===== config.mk =====
export PLATFORM = sky130hd
export DESIGN_NAME = hub75_scan_driver
export DESIGN_NICKNAME = d
export VERILOG_FILES = /design/src/rtl/hub75_scan_driver.sv
export SDC_FILE = /design/constraint.sdc
export NUM_CORES = 1
export LEC_CHECK = 0
export ABC_AREA = 1
export CORE_UTILIZATION = 40
export CTS_CLUSTER_SIZE = 25
export DETAILED_ROUTE_END_ITERATION = 10
export PLACE_DENSITY = 0.76
export REMOVE_ABC_BUFFERS = 1
export SLEW_MARGIN = 10
export SYNTH_ARGS = -nofsm -noshare
export SYNTH_HDL_FRONTEND = slang
export SYNTH_SLANG_ARGS = --single-unit

===== constraint.sdc =====
create_clock -name clk_in -period 2.07 [get_ports clk_in]
set_clock_uncertainty 0.05 [all_clocks]
set_input_delay 0.414 -clock clk_in [delete_from_list [all_inputs] [get_ports clk_in]]
set_output_delay 0.414 -clock clk_in [all_outputs]
set_load 0.1 [all_outputs]

===== src/rtl/hub75_scan_driver.sv =====
`default_nettype none
// ============================================================================
// Module   : hub75_scan_driver
// Purpose  : HUB75 panel scan engine with BCM colour depth, blanking and a
//            double-buffered frame swap. Define HUB75_DIMMING_EN to add a
//            global brightness input that scales the DISPLAY on-time.
// Revision : 1.0 - initial release
// ============================================================================

module hub75_scan_driver #(
    parameter int NUM_COLS       = 64,
    parameter int SCAN_RATE      = 32,
    parameter int RGB_RES        = 9,
    parameter int BASE_ON_CYCLES = 8
) (
    input  logic                                        clk_in,
    input  logic                                        rst_in,
    input  logic                                        enable,
`ifdef HUB75_DIMMING_EN
    input  logic [7:0]                                  brightness,
`endif
    input  logic                                        swap_req,
    output logic                                        swap_ack,
    output logic [$clog2(SCAN_RATE)+$clog2(NUM_COLS):0] rd_addr,
    input  logic [2*RGB_RES-1:0]                        rd_data,
    output logic [$clog2(SCAN_RATE)-1:0]                hub75_addr,
    output logic [2:0]                                  hub75_rgb0,
    output logic [2:0]                                  hub75_rgb1,
    output logic                                        hub75_latch,
    output logic                                        hub75_OE,
    output logic                                        hub75_clk,
    output logic                                        frame_done,
    output logic                                        busy
);

    localparam int c_CH_BITS = RGB_RES / 3;
    localparam int c_COL_W   = $clog2(NUM_COLS);
    localparam int c_ROW_W   = $clog2(SCAN_RATE);
    localparam int c_PLANE_W = (c_CH_BITS > 1) ? $clog2(c_CH_BITS) : 1;
    localparam int c_CNT_W   = c_COL_W + 1;
    localparam int c_MAX_ON  = BASE_ON_CYCLES << (c_CH_BITS - 1);
    localparam int c_DISP_W  = $clog2(c_MAX_ON + 1);

    localparam logic [c_CNT_W-1:0]   c_LAST_SHIFT = c_CNT_W'(2 * NUM_COLS - 1);
    localparam logic [c_ROW_W-1:0]   c_LAST_ROW   = c_ROW_W'(SCAN_RATE - 1);
    localparam logic [c_PLANE_W-1:0] c_LAST_PLANE = c_PLANE_W'(c_CH_BITS - 1);
    localparam logic [c_DISP_W-1:0]  c_BASE_ON    = c_DISP_W'(BASE_ON_CYCLES);

    localparam logic [2:0] c_ST_IDLE     = 3'd0;
    localparam logic [2:0] c_ST_PREFETCH = 3'd1;
    localparam logic [2:0] c_ST_SHIFT    = 3'd2;
    localparam logic [2:0] c_ST_LATCH    = 3'd3;
    localparam logic [2:0] c_ST_DISPLAY  = 3'd4;
    localparam logic [2:0] c_ST_BLANK    = 3'd5;

    logic [2:0]           r_state;
    logic [2:0]           w_next_state;
    logic [c_ROW_W-1:0]   r_row;
    logic [c_PLANE_W-1:0] r_plane;
    logic [c_CNT_W-1:0]   r_cnt;
    logic [c_DISP_W-1:0]  r_disp;
    logic                 r_buf_sel;
    logic [c_ROW_W-1:0]   r_addr;
    logic [5:0]           r_hold;

    logic                 w_last_shift;
    logic                 w_last_plane;
    logic                 w_last_row;
    logic                 w_frame_end;
    logic                 w_drive_new;
    logic [c_COL_W-1:0]   w_col_issue;
    logic [c_DISP_W-1:0]  w_base;
    logic [c_DISP_W-1:0]  w_on;
    logic [5:0]           w_bits;

    logic [c_CH_BITS-1:0] w_up_r, w_up_g, w_up_b, w_lo_r, w_lo_g, w_lo_b;

    assign w_up_b = rd_data[0 +: c_CH_BITS];
    assign w_up_g = rd_data[c_CH_BITS +: c_CH_BITS];
    assign w_up_r = rd_data[2*c_CH_BITS +: c_CH_BITS];
    assign w_lo_b = rd_data[RGB_RES +: c_CH_BITS];
    assign w_lo_g = rd_data[RGB_RES + c_CH_BITS +: c_CH_BITS];
    assign w_lo_r = rd_data[RGB_RES + 2*c_CH_BITS +: c_CH_BITS];

    assign w_bits = {w_up_r[r_plane], w_up_g[r_plane], w_up_b[r_plane],
                     w_lo_r[r_plane], w_lo_g[r_plane], w_lo_b[r_plane]};

    assign w_last_shift = (r_cnt == c_LAST_SHIFT);
    assign w_last_plane = (r_plane == c_LAST_PLANE);
    assign w_last_row   = (r_row == c_LAST_ROW);
    assign w_frame_end  = (r_state == c_ST_BLANK) && w_last_plane && w_last_row;

    // Read data for col k arrives in even shift cycle 2k; odd cycles replay the held copy.
    assign w_drive_new = (r_state == c_ST_SHIFT) && !r_cnt[0];
    assign w_col_issue = (r_state == c_ST_SHIFT) ? r_cnt[c_CNT_W-1:1] + c_COL_W'(1) : '0;

    assign rd_addr    = {r_buf_sel, r_row, w_col_issue};
    assign hub75_addr = r_addr;
    assign {hub75_rgb0, hub75_rgb1} = w_drive_new ? w_bits : r_hold;

    assign w_base = c_BASE_ON << r_plane;

`ifdef HUB75_DIMMING_EN
    logic [7:0]          r_bright;
    logic [c_DISP_W+8:0] w_prod;
    logic [c_DISP_W+8:0] w_scaled;

    assign w_prod   = (c_DISP_W+9)'(w_base) * (c_DISP_W+9)'({1'b0, r_bright} + 9'd1);
    assign w_scaled = w_prod >> 8;
    assign w_on     = (w_scaled == '0) ? c_DISP_W'(1) : w_scaled[c_DISP_W-1:0];
`else
    assign w_on = w_base;
`endif

    always_comb begin
        w_next_state = r_state;
        hub75_OE     = 1'b1;
        hub75_latch  = 1'b0;
        hub75_clk    = 1'b0;
        busy         = (r_state != c_ST_IDLE);
        frame_done   = w_frame_end;
        swap_ack     = w_frame_end && swap_req;
        case (r_state)
            c_ST_IDLE:     if (enable) w_next_state = c_ST_PREFETCH;
            c_ST_PREFETCH: w_next_state = c_ST_SHIFT;
            c_ST_SHIFT: begin
                hub75_clk = r_cnt[0];
                if (w_last_shift) w_next_state = c_ST_LATCH;
            end
            c_ST_LATCH: begin
                hub75_latch  = 1'b1;
                w_next_state = c_ST_DISPLAY;
            end
            c_ST_DISPLAY: begin
                hub75_OE = 1'b0;
                if (r_disp == '0) w_next_state = c_ST_BLANK;
            end
            c_ST_BLANK:
                w_next_state = (w_frame_end && !enable) ? c_ST_IDLE : c_ST_PREFETCH;
            default:       w_next_state = c_ST_IDLE;
        endcase
    end

    always_ff @(posedge clk_in or posedge rst_in) begin
        if (rst_in) begin
            r_state   <= c_ST_IDLE;
            r_row     <= '0;
            r_plane   <= '0;
            r_cnt     <= '0;
            r_disp    <= '0;
            r_buf_sel <= 1'b0;
            r_addr    <= '0;
            r_hold    <= '0;
`ifdef HUB75_DIMMING_EN
            r_bright  <= '0;
`endif
        end else begin
            r_state <= w_next_state;
            case (r_state)
                c_ST_PREFETCH: begin
                    r_cnt <= '0;
`ifdef HUB75_DIMMING_EN
                    r_bright <= brightness;
`endif
                end
                c_ST_SHIFT: begin
                    r_cnt <= r_cnt + c_CNT_W'(1);
                    if (!r_cnt[0]) r_hold <= w_bits;
                    // Row address moves on entry to LATCH, while OE is still high.
                    if (w_last_shift) r_addr <= r_row;
                end
                c_ST_LATCH:   r_disp <= w_on - c_DISP_W'(1);
                c_ST_DISPLAY: if (r_disp != '0) r_disp <= r_disp - c_DISP_W'(1);
                c_ST_BLANK: begin
                    if (w_last_plane) begin
                        r_plane <= '0;
                        r_row   <= w_last_row ? '0 : r_row + c_ROW_W'(1);
                    end else begin
                        r_plane <= r_plane + c_PLANE_W'(1);
                    end
                    if (w_frame_end && swap_req) r_buf_sel <= ~r_buf_sel;
                end
                default: ;
            endcase
        end
    end

endmodule

`default_nettype wire


==> flow_summary.rst, run 1 <==
.. list-table::
   :header-rows: 1

   * - Metric
     - Value
   * - Outcome
     - finished with violations
   * - Failing checks
     - setup timing
   * - Combined area of all synthesized cells
     - 2010 µm²
   * - Area leader, netlist
     - sky130_fd_sc_hd__dfrtp_1
   * - Data required, critical path
     - 1610 ps
   * - Delay of the slowest cell on the worst path
     - 370 ps
   * - Tot GR Track Use
     - roughly a fifth
   * - Crit Path Max Fanout
     - 2
   * - Dpl cell area
     - 2800 µm²
   * - Measured slew at the worst slew-check pin
     - ~450 ps
   * - Share of the cycle needed by the critical path after routing
     - 106%
   * - Seq pwr share
     - 20.2%
   * - Pwr dens
     - 1550 nW/µm²
   * - Reported net switching power
     - 2.61 mW
   * - Library cell used as clock root buffer
     - sky130_fd_sc_hd__clkbuf_8
   * - Setup tns final
     - -655 ps
   * - Buffers & Inverters on Critical Path
     - 3
   * - Detail Placement HPWL
     - ~3300 µm
   * - Total of fill cells in the finished design
     - 324
   * - RSZ-0062 raised after global routing
     - true
   * - Library cells used by synthesis
     - 34
   * - Path type of the worst setup path
     - register to output port
   * - Starting Density
     - 42.0%
   * - Number of ports placed on the die boundary
     - 51
   * - Leak pwr
     - about 1.5 nW
   * - Area grow syn2layout
     - 63.7%
   * - Overall die height
     - 72.9 µm
   * - Overall die area
     - 5310 µm²
   * - First DRT Iteration DRCs
     - approximately 160
   * - Max Slew Vio Count
     - 0
   * - Data arrival time of the worst path
     - around 1700 ps
   * - Gate Count Post-Synth
     - 248
   * - Worst vdd rail ir drop
     - 1420 µV
   * - Post-detailed-route wirelength per cell
     - about 13 µm
   * - Minimum period implied by the final worst setup slack
     - 2190 ps
   * - Synthesized-area fraction occupied by adder cells
     - 3.12%
   * - Kind of start point of the critical path
     - register
   * - Core outline area
     - 4790 µm²
   * - Internal
     - approximately 2.5 mW
   * - M3 GR Usage
     - 3.18%
   * - Global route hottest layer
     - met2
   * - Flops & latches, synth
     - 35
   * - Clock Power Share
     - 11.0%
   * - Clock tree from TritonCTS
     - yes
   * - Tightest Hold Check Type
     - register to register
   * - Post-synthesis xor/xnor area fraction
     - less than 1%
   * - Post-synthesis simple-gate area fraction
     - between 30% and 40%
   * - Slowest cell on crit path
     - sky130_fd_sc_hd__dfrtp_1
   * - Met1 global-route usage
     - 26.2%
   * - Via count of the first global-routing pass
     - 1882
   * - Fraction of met2 tracks used by global routing
     - 32.8%
   * - Mapped Avg Cell Area
     - 8.10 µm²
   * - Combinational family with the most area after synthesis
     - simple AND/OR/NAND/NOR gates
   * - Share of synthesized area occupied by flip-flops and latches
     - ~44%
   * - Final design utilization
     - ~70%
   * - Sw Ratio
     - slightly above 50%
   * - Maximum number of buffers from clock root to sink
     - 2
   * - Worst-skew pair later-pin latency
     - 290 ps
   * - Gpl congestion
     - 0.866
   * - Compound-gate portion of the synthesized area
     - 13.1%
   * - Share of layout cells above drive strength 1
     - 36.7%
   * - Clock Sink Count
     - 35
   * - Drt total wl
     - 5350 µm
   * - Combinational power share
     - 68.8%
   * - Detailed-routing iteration count for the pre-antenna-repair pass
     - 4
   * - Final hold viol count
     - 0
   * - Mux cell area share after synthesis
     - 0%
   * - Std cell rows
     - 25
   * - Vias per cell
     - 5.01
   * - Final nets
     - 364
   * - Clock slew at the register clock pins of the worst setup and hold paths
     - 70 ps
   * - Achievable frequency
     - 456 MHz
   * - Worst setup timing slack at the placement stage
     - 61.6 ps
   * - Total number of H-tree levels
     - 2
   * - Routed via count
     - between 2000 and 2500
   * - List of cells traversed by the critical path
     - ha_2 > nand2_2 > nor2_2 > ha_2 > inv_2 > nor2_4 > nand2_2 > inv_2 > buf_12
   * - Global-route wire length before repair
     - 8170 µm
   * - Post-route worst hold slack
     - 437 ps
   * - Final setup slack of the worst path
     - -122 ps
   * - Leading cell types by total area after synthesis
     - sky130_fd_sc_hd__dfrtp_1 (44%), sky130_fd_sc_hd__nand2_1 (12%), sky130_fd_sc_hd__inv_1 (6.5%), sky130_fd_sc_hd__o21ai_0 (5.2%), sky130_fd_sc_hd__nand3_1 (3.7%)
   * - Antenna violations before repair
     - 0
   * - Fin area
     - 3290 µm²
   * - Detail Route Antenna Nets
     - 0
   * - Die span in x
     - between 70 and 80 µm
   * - Total DRC errors in the routed layout
     - 0
   * - Finish-stage setup viols
     - 9
   * - Antenna diode count
     - 0
   * - Residual overflow from global routing
     - 0
   * - Max-cap violations
     - 0
   * - Endpoint type of the worst setup path
     - output port
   * - Top delay family on crit path
     - simple AND/OR/NAND/NOR gates
   * - Pin count of the biggest net entering global routing
     - 36
   * - Inserted Clock Buffers
     - 5
   * - Total of warnings raised by yosys
     - 0
   * - Yosys top cell area share
     - 43.6%
   * - IO buf count
     - 50
   * - Max-Slew Margin vs Limit
     - between 60% and 70%
## power by group through the flow
stage          combinational (mW)  sequential (mW)  clock (mW)
4_1_cts                      3.28             1.01       0.566
2_1_floorplan                1.84             1.10           0
3_5_place_dp                 2.93             1.01           0
6_report                     3.50             1.03       0.558
3_3_place_gp                 2.90             1.01           0
5_1_grt                      3.69             1.05       0.587
## cell usage in the layout, fill, tap and decap left out, types with 2 or more instances in the layout
cell,n
sky130_fd_sc_hd__ha_1,2
sky130_fd_sc_hd__buf_4,42
sky130_fd_sc_hd__nand2_1,60
sky130_fd_sc_hd__nand4_1,3
sky130_fd_sc_hd__clkbuf_8,7
sky130_fd_sc_hd__ha_2,3
sky130_fd_sc_hd__nand2_2,5
sky130_fd_sc_hd__dfrtp_1,35
sky130_fd_sc_hd__nand2_4,2
sky130_fd_sc_hd__nor3_4,3
sky130_fd_sc_hd__buf_6,4
sky130_fd_sc_hd__inv_2,6
sky130_fd_sc_hd__nor3_1,2
sky130_fd_sc_hd__o21ai_0,20
sky130_fd_sc_hd__nor2_2,7
sky130_fd_sc_hd__nor2_1,10
sky130_fd_sc_hd__buf_12,18
sky130_fd_sc_hd__clkdlybuf4s50_1,21
sky130_fd_sc_hd__inv_1,31
sky130_fd_sc_hd__a21oi_1,7
sky130_fd_sc_hd__a41oi_2,2
sky130_fd_sc_hd__nor2_4,10
sky130_fd_sc_hd__nand3_1,15
sky130_fd_sc_hd__a41oi_4,4
sky130_fd_sc_hd__o21ai_2,2
sky130_fd_sc_hd__o21ai_1,2
## cells in the mapped netlist, drive strengths merged
cell and count:
nor3 5, a32o 1, inv 38, a41oi 6, nand3 16, nor2 27, xor2 1, nand4 4
a31oi 1, a21oi 8, clkbuf 1, or2 1, xnor2 1, ha 5, o21ai 24, dfrtp 35
clkinv 1, nor3b 2, nand3b 1, nand2 67, buf 3
## logic make-up (layout without fill, tap and decap cells)
logic type	Yosys count	after routing
AO/OA/AOI/OAI	40	40
XOR/XNOR	2	2
adder cells (fa/ha/maj)	5	5
buffers and inverters	43	133
flip-flops	35	35
AND/OR/NAND/NOR	123	123
## stage by stage
stage / cells / power [mW]
6_report: 405 / 5.09
5_1_grt: 405 / 5.32
4_1_cts: 397 / 4.86
3_5_place_dp: 373 / 3.94
3_3_place_gp: 373 / 3.91
2_1_floorplan: 244 / 2.93
## sequential cells by signal (all words and copies together) (netlist names)
name,count
r_cnt,7
r_disp,6
r_hold,6
hub75_addr,5
r_row,5
r_state,3
r_plane,2
r_buf_sel,1
## area by class of cell
| cell class | instances | area [µm²] | share of cell area (%) |
|---|---|---|---|
| inverter | 39 | 166 | 5.06 |
| tap | 67 | 83.8 | 2.55 |
| multi-input combinational | 170 | 1120 | 34.1 |
| timing repair buffer | 85 | 931 | 28.3 |
| timing repair inverter | 1 | 8.76 | 0.266 |
| clock buffer | 8 | 100 | 3.04 |
| sequential | 35 | 876 | 26.6 |
## worst paths after layout
path | to | slack [ps] | from | depth (start not counted)
hold reg to reg | r_buf_sel | 440 | r_buf_sel | 1
max in group asynchronous | r_cnt[1] | 1180 | rst_in | 3
hold / removal | r_buf_sel | 440 | r_buf_sel | 1
setup reg to reg | r_disp[2] | 310 | r_state[0] | 10
setup / recovery | swap_ack | -120 | r_row[0] | 9
min in group asynchronous | r_hold[0] | 480 | rst_in | 3
## layer usage
| layer | vias up | routed length (µm) | part of all wire, % |
|---|---|---|---|
| li1 | 987 | - | - |
| met1 | 965 | 2320 | 43 |
| met2 | 70 | 2700 | 50 |
| met3 | 9 | 244 | 4.6 |
| met4 | 0 | 87 | 1.6 |
| met5 | - | 0 | 0 |
## what timing repair did
item,in CTS,in global routing
endpoints found under the setup margin,15,15
pin swaps,5,10
setup buffers,15,9
hold buffers,0,0
resized for setup,31,20
gates cloned,1,0
(Power assumes the default switching activity.)
==> run 2: changes to the inputs <==
- CAP_MARGIN: default -> 20
- SKIP_CTS_REPAIR_TIMING: default -> 1
==> run 2 against run 1 <==
The run still ends with setup timing left; sequential power hardly changed; cell count is 1.5% lower; clock power hardly changed; critical path depth stayed put; non-clock buffer count is 6 lower; worst hold slack hardly changed; clock-buffer cell count stayed put; combinational power is 3% lower; largest power group unchanged.
==> flow_summary.rst, run 2 (synthesis results as in run 1) <==
.. list-table::
   :header-rows: 1

   * - Metric
     - Value
   * - Crit Path Max Fanout
     - 3 (was 2)
   * - Data arrival time of the worst path
     - 1700 ps (was 1730 ps)
   * - Worst setup timing slack at the placement stage
     - 61.6 ps (unchanged)
   * - Final setup slack of the worst path
     - -91.3 ps (was -122 ps)
   * - Overall die height
     - 72.9 µm (unchanged)
   * - Residual overflow from global routing
     - 0 (unchanged)
   * - Measured slew at the worst slew-check pin
     - 446 ps (was 450 ps)
   * - Setup slack, reg-to-reg
     - 310 ps (about the same)
   * - Minimum period implied by the final worst setup slack
     - 2160 ps (was 2190 ps)
   * - Via count of the first global-routing pass
     - 1758 (was 1882)
   * - Library cell used as clock root buffer
     - sky130_fd_sc_hd__clkbuf_8 (unchanged)
   * - Placed Cells incl. Taps
     - 373 (unchanged)
   * - Fin area
     - 3230 µm² (was 3290 µm²)
   * - Drt total wl
     - 5090 µm (was 5350 µm)
   * - Achievable frequency
     - 463 MHz (was 456 MHz)
   * - Max-Slew Margin vs Limit
     - 70.3% (was 70.0%)
   * - Critical path launch point
     - r_row[0] (unchanged)
   * - Worst vdd rail ir drop
     - 1280 µV (was 1420 µV)
   * - Final hold viol count
     - 0 (unchanged)
   * - Top delay family on crit path
     - adder cells (was simple AND/OR/NAND/NOR gates)
   * - Detail Route Antenna Nets
     - 0 (unchanged)
   * - Share of the cycle needed by the critical path after routing
     - 104% (was 106%)
   * - Leak pwr
     - 1.46 nW (was 1.49 nW)
   * - Tot GR Track Use
     - 18.4% (was 19.9%)
   * - Cell count of the worst hold path
     - 2 (was 1)
   * - RSZ-0062 raised after global routing
     - true (unchanged)
   * - CP endpoint
     - swap_ack (unchanged)
   * - Kind of start point of the critical path
     - register (unchanged)
   * - Share of layout cells above drive strength 1
     - 34.6% (was 36.7%)
   * - Clock tree from TritonCTS
     - yes (unchanged)
   * - Worst-skew pair later-pin latency
     - 290 ps (about the same)
   * - IO buf count
     - 50 (unchanged)
   * - Std cell rows
     - 25 (unchanged)
   * - Antenna violations before repair
     - 0 (unchanged)
   * - Total number of H-tree levels
     - 2 (unchanged)
   * - Startpoint of the tightest hold check path
     - hub75_addr[4] (was r_buf_sel)
   * - Inserted Clock Buffers
     - 5 (unchanged)
   * - Slowest cell on crit path
     - sky130_fd_sc_hd__dfrtp_1 (unchanged)
   * - First DRT Iteration DRCs
     - 139 (was 164)
   * - Setup tns final
     - -558 ps (was -655 ps)
   * - Number of flip-flops under the largest register name
     - 7 (unchanged)
   * - Buffers & Inverters on Critical Path
     - 3 (unchanged)
   * - Delay of the slowest cell on the worst path
     - 370 ps (about the same)
   * - Clock Sink Count
     - 35 (unchanged)
   * - Most common cell after layout, fill and taps aside
     - sky130_fd_sc_hd__nand2_1 (unchanged)
   * - Failing checks
     - setup timing (unchanged)
   * - Gpl congestion
     - 0.866 (unchanged)
   * - Post-detailed-route wirelength per cell
     - 12.8 µm (was 13.2 µm)
   * - Outcome
     - finished with violations (unchanged)
   * - Core outline area
     - 4790 µm² (unchanged)
   * - Registers with the most flip-flops
     - r_cnt x7, r_disp x6, r_hold x6 (unchanged)
   * - Total DRC errors in the routed layout
     - 0 (unchanged)
   * - Data required, critical path
     - 1610 ps (about the same)
   * - Pwr dens
     - 1540 nW/µm² (was 1550 nW/µm²)
   * - CP Depth
     - 9 (unchanged)
   * - Routed via count
     - 1971 (was 2031)
   * - Pin count of the biggest net entering global routing
     - 36 (unchanged)
   * - Clock slew at the register clock pins of the worst setup and hold paths
     - 70 ps (about the same)
   * - Antenna diode count
     - 0 (unchanged)
   * - Detailed-routing iteration count for the pre-antenna-repair pass
     - 4 (unchanged)
   * - Global-route wire length before repair
     - 7530 µm (was 8170 µm)
   * - Starting Density
     - 42.0% (unchanged)
   * - Tightest Hold Check Type
     - register to register (unchanged)
   * - Final nets
     - 358 (was 364)
   * - Maximum number of buffers from clock root to sink
     - 2 (unchanged)
   * - List of cells traversed by the critical path
     - ha_2 > nand2_2 > nor2_2 > ha_2 > inv_2 > nor2_4 > nand2_2 > inv_2 > buf_12 (unchanged)
   * - Post-route worst hold slack
     - 437 ps (about the same)
   * - Path type of the worst setup path
     - register to output port (unchanged)
   * - Dpl cell area
     - 2800 µm² (unchanged)
   * - Vias per cell
     - 4.94 (was 5.01)
   * - Die span in x
     - 72.9 µm (unchanged)
   * - FF-to-FF End
     - r_disp[2] (unchanged)
   * - Post-layout instance count excluding filler cells
     - 399 (was 405)
   * - Overall die area
     - 5310 µm² (unchanged)
   * - Finish-stage setup viols
     - 10 (was 9)
   * - Endpoint type of the worst setup path
     - output port (unchanged)
   * - Reg-to-reg critical path startpoint
     - r_state[0] (unchanged)
   * - Number of ports placed on the die boundary
     - 51 (unchanged)
   * - Worst R2R Path Depth
     - 10 (unchanged)
   * - Max-cap violations
     - 0 (unchanged)
   * - Detail Placement HPWL
     - 3280 µm (unchanged)
   * - Commonest non-fill, non-tap cells in the layout
     - sky130_fd_sc_hd__nand2_1 (61), sky130_fd_sc_hd__buf_4 (38), sky130_fd_sc_hd__dfrtp_1 (35), sky130_fd_sc_hd__inv_1 (32), sky130_fd_sc_hd__clkdlybuf4s50_1 (21) (was sky130_fd_sc_hd__nand2_1 (60), sky130_fd_sc_hd__buf_4 (42), sky130_fd_sc_hd__dfrtp_1 (35), sky130_fd_sc_hd__inv_1 (31), sky130_fd_sc_hd__clkdlybuf4s50_1 (21))
   * - Biggest register
     - r_cnt (unchanged)
   * - Max Slew Vio Count
     - 0 (unchanged)
   * - Area grow syn2layout
     - 60.7% (was 63.7%)
-- run 2: worst min path at each step --
| stage | endpoint |
|---|---|
| detailed placement | r_buf_sel |
| finish | hub75_addr[4] |
| global route | hub75_addr[4] |
| global placement | r_buf_sel |
| floorplan | r_plane[1] |
| CTS | r_buf_sel |
-- run 2: worst register-to-register path, delay by kind of cell (launching register included) --
kind                       cells  cell delay, ps
AOI/OAI and AO/OA              2             210
buffers and inverters          3             360
DFF                            1             420
and+or+nand+nor                4             390
adders and majority gates      1             210
-- run 2: power breakdown --
part / internal, mW / leakage [nW] / total [mW] / switching, mW
Clock: 0.304 / 0.0515 / 0.559 / 0.255
Sequential: 0.873 / 0.446 / 1.02 / 0.146
Combinational: 1.24 / 0.966 / 3.41 / 2.16
Total: 2.42 / 1.46 / 4.98 / 2.57
-- run 2: cell type report --
cell class / count / area, µm²
Fill cell: 341 / 1560
Clock buffer: 8 / 100
Inverter: 39 / 161
Sequential cell: 35 / 876
Multi-Input combinational cell: 170 / 1110
Timing Repair Buffer: 79 / 887
Tap cell: 67 / 83.8
Timing Repair inverter: 1 / 6.26
-- run 2: per-layer routing --
layer  global-route usage (%)  vias to the layer above  routed length, µm
met5                        0                        -                  0
met4                     8.71                        0                 60
met3                     3.45                        7                208
met2                     29.6                       51               2650
met1                     24.1                      935               2170
li1                         -                      978                  -
-- run 2: through the flow --
step	util [%]	power, mW
after CTS	60.5	4.51
final	67.4	4.98
after detailed placement	58.4	3.94
after floorplan	-	2.93
after global routing	67.4	5.23
after global placement	58.4	3.91
==> run 3: changes to the inputs <==
- GPL_TIMING_DRIVEN: default -> 0
==> run 3 against run 2 <==
The flow still finishes with violations (setup timing); setup slack got worse by 150 ps; clock power is 14% lower; sequential share of layout area is 2.1 points higher; combinational power decreased by 13%; worst hold slack worse by 8.0 ps; clock-buffer cell count is 1 lower; maximum frequency decreased by 6.5%; non-clock buffer count is 5 lower; cell area decreased by 6.5%; sequential cell count did not move; largest cell class unchanged.
==> flow_summary.rst, run 3 (synthesis results as in run 1) <==
.. list-table::
   :header-rows: 1

   * - Metric
     - Value
   * - Post-route worst hold slack
     - 429 ps (was 437 ps)
   * - Worst setup timing slack at the placement stage
     - -1200 ps (was 61.6 ps)
   * - Overall die area
     - 5310 µm² (unchanged)
   * - Residual overflow from global routing
     - 0 (unchanged)
   * - Commonest non-fill, non-tap cells in the layout
     - sky130_fd_sc_hd__nand2_1 (60), sky130_fd_sc_hd__inv_1 (32), sky130_fd_sc_hd__dfrtp_1 (31), sky130_fd_sc_hd__buf_4 (23), sky130_fd_sc_hd__clkdlybuf4s50_1 (22) (was sky130_fd_sc_hd__nand2_1 (61), sky130_fd_sc_hd__buf_4 (38), sky130_fd_sc_hd__dfrtp_1 (35), sky130_fd_sc_hd__inv_1 (32), sky130_fd_sc_hd__clkdlybuf4s50_1 (21))
   * - Worst vdd rail ir drop
     - 1260 µV (was 1280 µV)
   * - Total number of H-tree levels
     - 2 (unchanged)
   * - RSZ-0062 raised after global routing
     - true (unchanged)
   * - Share of layout cells above drive strength 1
     - 29.4% (was 34.6%)
   * - Vias per cell
     - 4.84 (was 4.94)
   * - Inserted Clock Buffers
     - 5 (unchanged)
   * - Starting Density
     - 42.0% (unchanged)
   * - Delay of the slowest cell on the worst path
     - 420 ps (was 370 ps)
   * - Reported net switching power
     - 2.46 mW (was 2.57 mW)
   * - Final nets
     - 353 (was 358)
   * - Via count of the first global-routing pass
     - 1704 (was 1758)
   * - Total DRC errors in the routed layout
     - 0 (unchanged)
   * - Detail Placement HPWL
     - 3180 µm (was 3280 µm)
   * - Drt total wl
     - 4990 µm (was 5090 µm)
   * - Final hold viol count
     - 0 (unchanged)
   * - Antenna violations before repair
     - 0 (unchanged)
   * - Max-Slew Margin vs Limit
     - 33.8% (was 70.3%)
   * - Post-layout power
     - 4.51 mW (was 4.98 mW)
   * - Data required, critical path
     - 1610 ps (about the same)
   * - List of cells traversed by the critical path
     - inv_4 > nor3_4 > buf_12 > nand2_8 > clkinv_8 > nor2_1 > a41oi_2 > buf_6 (was ha_2 > nand2_2 > nor2_2 > ha_2 > inv_2 > nor2_4 > nand2_2 > inv_2 > buf_12)
   * - Achievable frequency
     - 433 MHz (was 463 MHz)
   * - IO buf count
     - 50 (unchanged)
   * - Clock slew at the register clock pins of the worst setup and hold paths
     - 70 ps (about the same)
   * - Maximum number of buffers from clock root to sink
     - 2 (unchanged)
   * - Number of flip-flops under the largest register name
     - 7 (unchanged)
   * - Fraction of met2 tracks used by global routing
     - 30.1% (was 29.6%)
   * - Detailed-routing iteration count for the pre-antenna-repair pass
     - 4 (unchanged)
   * - Slowest cell on crit path
     - sky130_fd_sc_hd__dfrtp_2 (was sky130_fd_sc_hd__dfrtp_1)
   * - Die span in x
     - 72.9 µm (unchanged)
   * - Post-detailed-route wirelength per cell
     - 12.7 µm (was 12.8 µm)
   * - Library cell used as clock root buffer
     - sky130_fd_sc_hd__clkbuf_8 (unchanged)
   * - Internal
     - 2.05 mW (was 2.42 mW)
   * - Crit Path Max Fanout
     - 8 (was 3)
   * - Tot GR Track Use
     - 18.3% (was 18.4%)
   * - Dpl cell area
     - 2550 µm² (was 2800 µm²)
   * - Core outline area
     - 4790 µm² (unchanged)
   * - Data arrival time of the worst path
     - 1850 ps (was 1700 ps)
   * - Pwr dens
     - 1490 nW/µm² (was 1540 nW/µm²)
   * - Max Slew Vio Count
     - 0 (unchanged)
   * - Global route hottest layer
     - met2 (unchanged)
   * - Number of ports placed on the die boundary
     - 51 (unchanged)
   * - Antenna diode count
     - 0 (unchanged)
   * - Final setup slack of the worst path
     - -241 ps (was -91.3 ps)
   * - M3 GR Usage
     - 4.56% (was 3.45%)
   * - Max-cap violations
     - 0 (unchanged)
   * - Kind of start point of the critical path
     - register (unchanged)
   * - Detail Route Antenna Nets
     - 0 (unchanged)
   * - Most common cell after layout, fill and taps aside
     - sky130_fd_sc_hd__nand2_1 (unchanged)
   * - Std cell rows
     - 25 (unchanged)
   * - Gpl congestion
     - 0.792 (was 0.866)
   * - Leak pwr
     - 1.53 nW (was 1.46 nW)
   * - Registers with the most flip-flops
     - r_cnt x7, r_disp x6, r_hold x6 (unchanged)
   * - Path type of the worst setup path
     - register to output port (unchanged)
   * - Share of the cycle needed by the critical path after routing
     - 112% (was 104%)
   * - Combinational power share
     - 65.5% (was 68.3%)
   * - Finish-stage setup viols
     - 12 (was 10)
   * - Clock tree from TritonCTS
     - yes (unchanged)
   * - Pin count of the biggest net entering global routing
     - 36 (unchanged)
   * - Endpoint type of the worst setup path
     - output port (unchanged)
   * - Seq pwr share
     - 23.9% (was 20.4%)
   * - Sw Ratio
     - 54.6% (was 51.5%)
   * - Overall die height
     - 72.9 µm (unchanged)
   * - Global-route wire length before repair
     - 7560 µm (was 7530 µm)
   * - Outcome
     - finished with violations (unchanged)
   * - Tightest Hold Check Type
     - register to register (unchanged)
   * - Failing checks
     - setup timing (unchanged)
   * - Biggest register
     - r_cnt (unchanged)
   * - Met1 global-route usage
     - 23.9% (was 24.1%)
   * - Clock Sink Count
     - 35 (unchanged)
   * - Area grow syn2layout
     - 50.2% (was 60.7%)
   * - First DRT Iteration DRCs
     - 85 (was 139)
   * - Measured slew at the worst slew-check pin
     - 992 ps (was 446 ps)
   * - Worst-skew pair later-pin latency
     - 290 ps (about the same)
   * - Fin area
     - 3020 µm² (was 3230 µm²)
   * - Clock Power Share
     - 10.7% (was 11.2%)
   * - Routed via count
     - 1908 (was 1971)
   * - Minimum period implied by the final worst setup slack
     - 2310 ps (was 2160 ps)
[run 3: cell types whose count changed in the layout (fill, tap and decap cells not counted), sizes merged]
cell           delta
dlymetal6s2s     +10
clkbuf            +3
clkinv            +2
inv               -1
clkdlybuf4s50     +1
buf              -20
[run 3: cell type report]
cell class / count / area (µm²)
flip-flops and latches: 35 / 881
repair inverters: 1 / 8.76
inverters: 39 / 169
well taps: 67 / 83.8
clock inverters: 1 / 5.00
repair buffers: 74 / 746
multi-input cells: 170 / 1050
clock buffers: 7 / 76.3
fillers: 379 / 1770
[run 3: layer usage]
metal  wire (µm)  up-vias  part of all wire (%)
met3         200        2                   4.0
met1        2250      898                    45
met4          21        0                  0.42
li1            -      960                     -
met2        2520       48                    51
met5           0        -                     0
[run 3: through the flow]
step	instances	setup TNS, ps	utilization, %
finish	394	-1880	63.0
global placement	361	-15370	53.4
detailed placement	361	-15740	53.4
floorplan	244	-21320	-
global route	394	-2640	63.0
CTS	369	-23770	55.1
[run 3: worst paths after layout]
path / startpoint / to / slack (ps) / depth (start not counted)
worst max-delay path: r_state[1] / hub75_rgb0[0] / -240 / 8
min in group asynchronous: rst_in / r_disp[3] / 520 / 2
worst max register to register: r_state[0] / r_disp[2] / 220 / 10
worst min-delay path: hub75_addr[4] / hub75_addr[4] / 430 / 2
worst min register to register: hub75_addr[4] / hub75_addr[4] / 430 / 2
max in group asynchronous: rst_in / r_state[1] / 930 / 2
[run 3: worst max-delay path: cells and delay by family (launching register included)]
kind	cells	cell delay (ps)
buffers and inverters	4	580
AOI/OAI and AO/OA	1	190
DFF	1	420
and+or+nand+nor	3	360
[run 3: power groups by stage]
stage / clock (mW) / combinational [mW] / sequential, mW
2_1_floorplan: 0 / 1.84 / 1.10
3_3_place_gp: 0 / 2.36 / 1.05
3_5_place_dp: 0 / 2.39 / 1.06
4_1_cts: 0.491 / 2.40 / 1.05
5_1_grt: 0.521 / 3.13 / 1.10
6_report: 0.480 / 2.95 / 1.08
==> edit: new RTL, flow settings as in run 3 <==
Build with the macro `HUB75_DIMMING_EN` defined.
--- a/src/rtl/hub75_scan_driver.sv
+++ b/src/rtl/hub75_scan_driver.sv
@@ -8,2 +8,4 @@
 // ============================================================================
+
+`define HUB75_DIMMING_EN
 
Interface: changed (added brightness); port bits go from 51 to 59. The function was not compared with the original's and may differ.
==> edit against run 3 <==
- the flow still finishes with violations (setup timing)
- count of clock-buffer cells in the layout is 1 lower
- routed wire length increased by 91%
- critical path depth up 17
- synthesized area increased by 57%
- sequential cell count is 8 higher
- worst setup slack got worse by 1.9 ns
- design area is 63% higher
Power is not shown: default switching activity piles up to over one toggle a cycle in this logic, so the estimate is an artifact.
==> edit: results <==
[cells_and_area]
final_nets = 571
reg_top3 = r_bright x8, r_cnt x7
drive_gt1_share_pct = 32.9
fillers = 520
instances_no_fill = 606

[worst_setup_path]
ff2ff_path_depth = 25
startpoint = r_bright[2]
path_max_fanout = 5
crit_end = r_disp[4]
arrival_ns = 4.35

[placed_design]
finalWeightedCongestion = 0.875
io_buffers = 58
pre_cts_ws_ns = -2.54
dp_hpwl_um = 5390
placed_cell_area_um2 = 3840
dp_cells = 559

[status]
status = finished, violations left
violations = setup timing

[detailed_routing]
first_pass_iters = 5
wl_met3_um = 404
wire_per_inst_um = 15.8
met1_length_um = 3830
drt_first_iter_violations = 154

[clock_network]
root_buffer = clkbuf_8
clk_pin_slew_ns = 0.09

[timing]
setup_slack_ns = -2.14
setup_violations = 20
max_slew.worst_pin.slew_ns = 1.01
final.setup.tns_ns = -14.87
holdWs_ns = 0.337

[synth]
synthTopCellsByCount = nand2_1, nor2_1, inv_1
ys_types = 44
synth_area_leaders = dfrtp_1, nand2_1, ha_1
syn_area_per_cell_um2 = 7.75
synth-seq-area-share_pct = 34.2

[grt]
grt_pass1_vias = 2644
grt_pass1_wl_um = 11800
grt_max_degree = 33
grt_use_met2_pct = 30.7
grtUsageMet1_pct = 21.5

[hold_path]
worst_hold_path_type = in -> async
[edit: cell types whose count changed in the layout (fill, tap and decap cells not counted), sizes merged, moves of 4 or more]
cell           change
a21oi              +6
buf               +17
clkdlybuf4s50      +7
dfrtp              +8
fa                 +9
ha                +21
inv               +20
mux2               +5
nand2             +39
nand3              +5
nor2              +29
or2                +4
[edit: worst max-delay path, stage by stage, from the launching register on]
cell and delay (ns):
dfrtp_1 0.44, nand3_2 0.15, nor2_4 0.18, nand3_2 0.12, nor2_4 0.16, xor2_2 0.09, or2_2 0.29, fa_1 0.54
inv_2 0.06, ha_4 0.27, ha_4 0.19, ha_4 0.31, inv_2 0.05, nand2_1 0.06, nand2_1 0.07, nor2_1 0.10
nand2_1 0.06, nor2_1 0.09, nand3_1 0.08, nand2_1 0.10, nand2_2 0.10, ha_4 0.17, nand2_2 0.06, nor2_2 0.05
xnor2_1 0.16, o21ai_1 0.09
[edit: layout make-up]
type / instances / area, um^2 / area share (%)
inverter: 59 / 229 / 4.67
sequential: 43 / 1080 / 22.1
multi-input combinational: 299 / 2280 / 46.5
timing repair buffer: 98 / 1060 / 21.5
clock buffer: 6 / 72.6 / 1.48
tap: 99 / 124 / 2.53
clock inverter: 2 / 60.1 / 1.22
[edit: logic make-up after synthesis]
| group | after synthesis | synth area share, % |
|---|---|---|
| AND/OR/NAND/NOR | 200 | 27.8 |
| adder cells (fa/ha/maj) | 35 | 16.1 |
| other | 1 | 0.119 |
| AO/OA/AOI/OAI | 52 | 10.3 |
| flip-flops | 43 | 34.2 |
| multiplexers | 5 | 1.79 |
| buffers and inverters | 64 | 8.11 |
| XOR/XNOR | 6 | 1.67 |
